==> src/rtl/mux_n_hs_if.sv <==
// Stream bundle for mux_n_hs: CH_NUM producer channels in, one consumer stream out.
// master = environment side (producers + consumer), slave = the selector itself.
interface mux_n_hs_if #(
  parameter int unsigned WIDTH  = 8,
  parameter int unsigned CH_NUM = 4,
  parameter int unsigned SEL_W  = $clog2(CH_NUM)
);
  logic [CH_NUM*WIDTH-1:0] in_data;
  logic [CH_NUM-1:0]       in_valid;
  logic [CH_NUM-1:0]       in_ready;
  logic [SEL_W-1:0]        sel;
  logic [WIDTH-1:0]        out_data;
  logic                    out_valid;
  logic                    out_ready;
  logic [SEL_W-1:0]        out_ch;
  logic                    sel_err;

  modport master (
    output in_data, in_valid, sel, out_ready,
    input  in_ready, out_data, out_valid, out_ch, sel_err
  );

  modport slave (
    input  in_data, in_valid, sel, out_ready,
    output in_ready, out_data, out_valid, out_ch, sel_err
  );
endinterface

==> src/rtl/mux_n_hs.sv <==
// N-channel registered data selector with valid/ready handshake on every channel.
// MODE 0 picks the channel named by sel; MODE 1 round-robins among valid channels.
module mux_n_hs #(
  parameter int unsigned WIDTH  = 8,
  parameter int unsigned CH_NUM = 4,
  parameter int unsigned MODE   = 0
) (
  input  logic       sys_clk,
  input  logic       sys_rst_n,
  mux_n_hs_if.slave  bus
);
  localparam int unsigned      SEL_W   = $clog2(CH_NUM);
  localparam logic [SEL_W-1:0] RR_INIT = SEL_W'(CH_NUM - 1);

  logic [WIDTH-1:0]  out_data_q, out_data_d;
  logic              out_valid_q, out_valid_d;
  logic [SEL_W-1:0]  out_ch_q, out_ch_d;
  logic [SEL_W-1:0]  rr_last_q, rr_last_d;
  logic              sel_err_q, sel_err_d;

  logic              load_en;
  logic              grant_ok;
  logic [SEL_W-1:0]  grant;
  logic [WIDTH-1:0]  grant_data;
  logic [CH_NUM-1:0] in_ready;
  logic              xfer;

  always_comb begin : grant_logic
    int unsigned idx;
    idx      = 0;
    grant    = '0;
    grant_ok = 1'b0;
    if (MODE == 0) begin
      grant    = bus.sel;
      grant_ok = (32'(bus.sel) < CH_NUM);
    end else begin
      // Scan farthest-first so the nearest valid channel after rr_last is the final winner.
      for (int unsigned k = CH_NUM; k >= 1; k--) begin
        idx = 32'(rr_last_q) + k;
        if (idx >= CH_NUM) idx = idx - CH_NUM;
        if (bus.in_valid[SEL_W'(idx)]) begin
          grant    = SEL_W'(idx);
          grant_ok = 1'b1;
        end
      end
    end
  end

  always_comb begin : data_select
    grant_data = '0;
    for (int unsigned i = 0; i < CH_NUM; i++) begin
      if (SEL_W'(i) == grant) grant_data = bus.in_data[i*WIDTH +: WIDTH];
    end
  end

  always_comb begin : handshake
    load_en  = !out_valid_q || bus.out_ready;
    in_ready = '0;
    for (int unsigned i = 0; i < CH_NUM; i++) begin
      in_ready[i] = load_en && grant_ok && (SEL_W'(i) == grant);
    end
    xfer = |(in_ready & bus.in_valid);
  end

  always_comb begin : next_state
    out_data_d  = out_data_q;
    out_valid_d = out_valid_q;
    out_ch_d    = out_ch_q;
    rr_last_d   = rr_last_q;
    sel_err_d   = 1'b0;
    if (xfer) begin
      out_data_d  = grant_data;
      out_ch_d    = grant;
      out_valid_d = 1'b1;
      if (MODE != 0) rr_last_d = grant;
    end else if (load_en) begin
      out_valid_d = 1'b0;
    end
    // Error flag tracks sel every cycle, independent of stalls.
    if (MODE == 0) sel_err_d = (32'(bus.sel) >= CH_NUM);
  end

  always_ff @(posedge sys_clk or negedge sys_rst_n) begin
    if (!sys_rst_n) begin
      out_data_q  <= '0;
      out_valid_q <= 1'b0;
      out_ch_q    <= '0;
      rr_last_q   <= RR_INIT;
      sel_err_q   <= 1'b0;
    end else begin
      out_data_q  <= out_data_d;
      out_valid_q <= out_valid_d;
      out_ch_q    <= out_ch_d;
      rr_last_q   <= rr_last_d;
      sel_err_q   <= sel_err_d;
    end
  end

  assign bus.in_ready  = in_ready;
  assign bus.out_data  = out_data_q;
  assign bus.out_valid = out_valid_q;
  assign bus.out_ch    = out_ch_q;
  assign bus.sel_err   = sel_err_q;

  a_ready_onehot : assert property (@(posedge sys_clk) disable iff (!sys_rst_n)
    $onehot0(in_ready));

  a_stall_stable : assert property (@(posedge sys_clk) disable iff (!sys_rst_n)
    (out_valid_q && !bus.out_ready) |=> (out_valid_q && $stable(out_data_q) && $stable(out_ch_q)));

  a_ch_in_range : assert property (@(posedge sys_clk) disable iff (!sys_rst_n)
    out_valid_q |-> (32'(out_ch_q) < CH_NUM));

  a_rr_no_err : assert property (@(posedge sys_clk) disable iff (!sys_rst_n)
    (MODE != 0) |-> !sel_err_q);
endmodule
==> src/flat_wrapper.sv <==
// flat-port wrapper written by rule: the top's interface ports become plain ports
module mux_n_hs_flat 
#(
  parameter int unsigned WIDTH  = 8,
  parameter int unsigned CH_NUM = 4,
  parameter int unsigned MODE   = 0
)
  (sys_clk, sys_rst_n, bus_in_data, bus_in_valid, bus_sel, bus_out_ready, bus_in_ready, bus_out_data, bus_out_valid, bus_out_ch, bus_sel_err);
  mux_n_hs_if #(.WIDTH(WIDTH), .CH_NUM(CH_NUM)) bus_i ();
  input  logic sys_clk;
  input  logic sys_rst_n;
  input wire logic [$bits(bus_i.in_data)-1:0] bus_in_data;
  input wire logic [$bits(bus_i.in_valid)-1:0] bus_in_valid;
  input wire logic [$bits(bus_i.sel)-1:0] bus_sel;
  input wire logic [$bits(bus_i.out_ready)-1:0] bus_out_ready;
  output wire logic [$bits(bus_i.in_ready)-1:0] bus_in_ready;
  output wire logic [$bits(bus_i.out_data)-1:0] bus_out_data;
  output wire logic [$bits(bus_i.out_valid)-1:0] bus_out_valid;
  output wire logic [$bits(bus_i.out_ch)-1:0] bus_out_ch;
  output wire logic [$bits(bus_i.sel_err)-1:0] bus_sel_err;
  assign bus_i.in_data = bus_in_data;
  assign bus_i.in_valid = bus_in_valid;
  assign bus_i.sel = bus_sel;
  assign bus_i.out_ready = bus_out_ready;
  assign bus_in_ready = bus_i.in_ready;
  assign bus_out_data = bus_i.out_data;
  assign bus_out_valid = bus_i.out_valid;
  assign bus_out_ch = bus_i.out_ch;
  assign bus_sel_err = bus_i.sel_err;
  mux_n_hs #(.WIDTH(WIDTH), .CH_NUM(CH_NUM), .MODE(MODE)) u_core (.sys_clk(sys_clk), .sys_rst_n(sys_rst_n), .bus(bus_i));
endmodule
==> config.mk <==
export PLATFORM = sky130hd
export DESIGN_NAME = mux_n_hs_flat
export DESIGN_NICKNAME = d
export VERILOG_FILES = /design/src/rtl/mux_n_hs_if.sv /design/src/rtl/mux_n_hs.sv /design/src/flat_wrapper.sv
export SDC_FILE = /design/constraint.sdc
export NUM_CORES = 1
export LEC_CHECK = 0
export CAP_MARGIN = 20
export CORE_UTILIZATION = 33
export DETAILED_ROUTE_END_ITERATION = 10
export GPL_TIMING_DRIVEN = 1
export PLACE_DENSITY_LB_ADDON = 0.15
export SYNTH_ARGS = -nofsm -noshare
export SYNTH_HDL_FRONTEND = slang
export SYNTH_SLANG_ARGS = --single-unit
==> constraint.sdc <==
create_clock -name sys_clk -period 1.6 [get_ports sys_clk]
set_input_delay 0.32 -clock sys_clk [delete_from_list [all_inputs] [get_ports sys_clk]]
set_output_delay 0.32 -clock sys_clk [all_outputs]
set_load 0.01 [all_outputs]
==> reports/metrics.yaml <==
grt_pass1_vias: 741
holdBufCountCts: 0
min_path_type: "in2async"
ir_worst_vdd_mv: 0.392
cts-root-buf: "clkbuf_4"
crit_path_end_kind: "output port"
cp_data_required_time_ns: 1.28
syn_area_um2: 734
cts.sinks: 11
pwr-share-clk: 0.178
worstSetupPathType: "reg2out"
yosys_warnings: 0
clock_skew_ns: 0.000608
drc_errors: 0
crit_start: "u_core.bus.out_valid"
syn_nets: 90
final-seq-area_um2: 275
fillCellCount: 143
wl_um: 1840
max_freq_ghz: 0.633
grt-ovfl-total: 0
vias: 652
cp_top_family: "buffers and inverters"
routedWlPerCell_um: 13.5
cts_max_level: 1
gp_congestion: 0.717
worstReg2RegStart: "u_core.bus.out_valid"
syn_inst: 49
start_util: 0.363
hpwl_um: 1520
vias_per_cell: 4.76
dp_cells: 133
arrival_ns: 1.26
whs_ns: 0.375
ios: 57
cts.path.max_buffers: 2
fin_tns_setup_ns: 0
hold_viol: 0
antenna_found_initial: 0
avgSynthCellArea_um2: 15.0
p_leak_nw: 0.588
drv_cap: 0
crit_path_max_incr_delay_ns: 0.57
grt_start_max_net_pins: 12
grt_pass1_wl_um: 2960
period_needed_ns: 1.58
clk_latency_ns: 0.26
clk_pin_slew_ns: 0.07
die_h_um: 49.2
reg2reg_to: "u_core.bus.out_data[4]"
fin_util: 0.675
coreArea_mm2: 0.00202
internal_power_uw: 770
tritoncts: "built"
maxSlewViolCount: 0
setup_violations: 0
cts_buffers: 3
cp-start-kind: "flop"
insertedDiodeCount: 0
p_comb_frac: 0.456
reg2reg_slack_ns: 0.06
powerDensity_mw_per_mm2: 769
die_w_um: 49.2
area_growth_pct: 85.9
drive_gt1_frac: 0.264
synth.yosys.seq_area_share: 0.375
switching_power_uw: 279
grt.total_usage: 0.163
final_antenna_net_count: 0
rows: 16
seqPwrFrac: 0.367
dieArea_mm2: 0.00242
status: "finished clean"
drt_iter0_drc: 2
finalNetCount: 152
slowest_stage: "clkdlybuf4s50_1"
critPathMaxFanout: 3
p_sw_frac: 0.266
ys_ff_latch: 11
synth_cell_types: 23
first_pass_iters: 2
crit_buf_inv: 1
numPortBuffers: 55
multi_input_area_um2: 430
reg2reg_depth: 5
fin_crit_sh: 0.987
instances_no_fill: 137
crit_chain: "clkdlybuf4s50_1"
## power by group through the flow
stage	registers, mW	logic [mW]	clock network (mW)
final	0.385	0.478	0.186
after global routing	0.394	0.508	0.205
after CTS	0.384	0.482	0.197
after detailed placement	0.388	0.487	0
after global placement	0.385	0.480	0
after floorplan	0.419	0.155	0
## registers in the layout, summed over array words and instances (netlist names)
register              cells
u_core.bus.out_ch         2
u_core.bus.out_valid      1
u_core.bus.out_data       8
## worst max-delay path by stage
| stage | endpoint | slack, ns | cells after the start |
|---|---|---|---|
| 2_1_floorplan | u_core.bus.out_data[6] | 0.04 | 4 |
| 3_3_place_gp | bus_in_ready[0] | -0.50 | 4 |
| 3_5_place_dp | bus_in_ready[0] | -0.51 | 4 |
| 4_1_cts | bus_in_ready[0] | -0.02 | 4 |
| 5_1_grt | u_core.bus.out_data[3] | -0.02 | 5 |
| 6_report | bus_out_valid | 0.02 | 1 |
## synthesized netlist by cell type, drive strengths merged
| cell | count | area share |
|---|---|---|
| nand2b | 1 | 0.0085 |
| nor2b | 1 | 0.0085 |
| mux2i | 1 | 0.014 |
| conb | 1 | 0.0051 |
| buf | 3 | 0.031 |
| and3 | 1 | 0.0085 |
| nand2 | 2 | 0.010 |
| inv | 1 | 0.0051 |
| nor3b | 1 | 0.010 |
| nor3 | 2 | 0.014 |
| o21ai | 1 | 0.0068 |
| mux2 | 10 | 0.16 |
| dfrtp | 11 | 0.37 |
| clkbuf | 2 | 0.024 |
| nor2 | 1 | 0.0051 |
| mux4 | 8 | 0.28 |
| a31oi | 1 | 0.029 |
| nand3 | 1 | 0.0068 |
## per-layer routing
layer	share of wire	track usage	wire length, µm	vias to the layer above
met4	0.010	0.0882	19	0
li1	-	-	-	312
met1	0.37	0.172	685	300
met5	0	0	0	-
met2	0.54	0.292	992	38
met3	0.079	0.0405	145	2
## area by class of cell
cell class                      instances  share of cell area
Timing Repair Buffer                   62               0.436
Multi-Input combinational cell         32               0.315
Tap cell                               27              0.0247
Inverter                                1             0.00275
Sequential cell                        11               0.202
Clock buffer                            4              0.0192
## layout by cell type (no fill, tap or decap), types with 2 or more instances in the layout
cell             count
buf_2                3
buf_4                6
clkbuf_4             3
clkdlybuf4s50_1     48
dfrtp_1             11
dlygate4sd2_1        2
mux2_2               9
mux4_1               7
nand2_1              2
## cells by family after synthesis
kind of cell,synth area share
DFF,0.375
muxes,0.453
buffers and inverters,0.0596
AOI/OAI and AO/OA,0.0358
other,0.00511
and+or+nand+nor,0.0716
## metrics by stage
step,area (µm²),power [mW],setup slack [ns]
finish,1370,1.05,0.0211
floorplan,734,0.574,0.0418
detailed placement,1340,0.874,-0.515
CTS,1360,1.06,-0.0235
global route,1370,1.11,-0.0212
global placement,1340,0.866,-0.501
## repair_timing
action	CTS	global route
pin swaps	0	1
cloned	0	0
gates resized for setup	16	5
endpoints found under the setup margin	13	12
buffers inserted	0	0
Power figures use the tool's default switching activity.
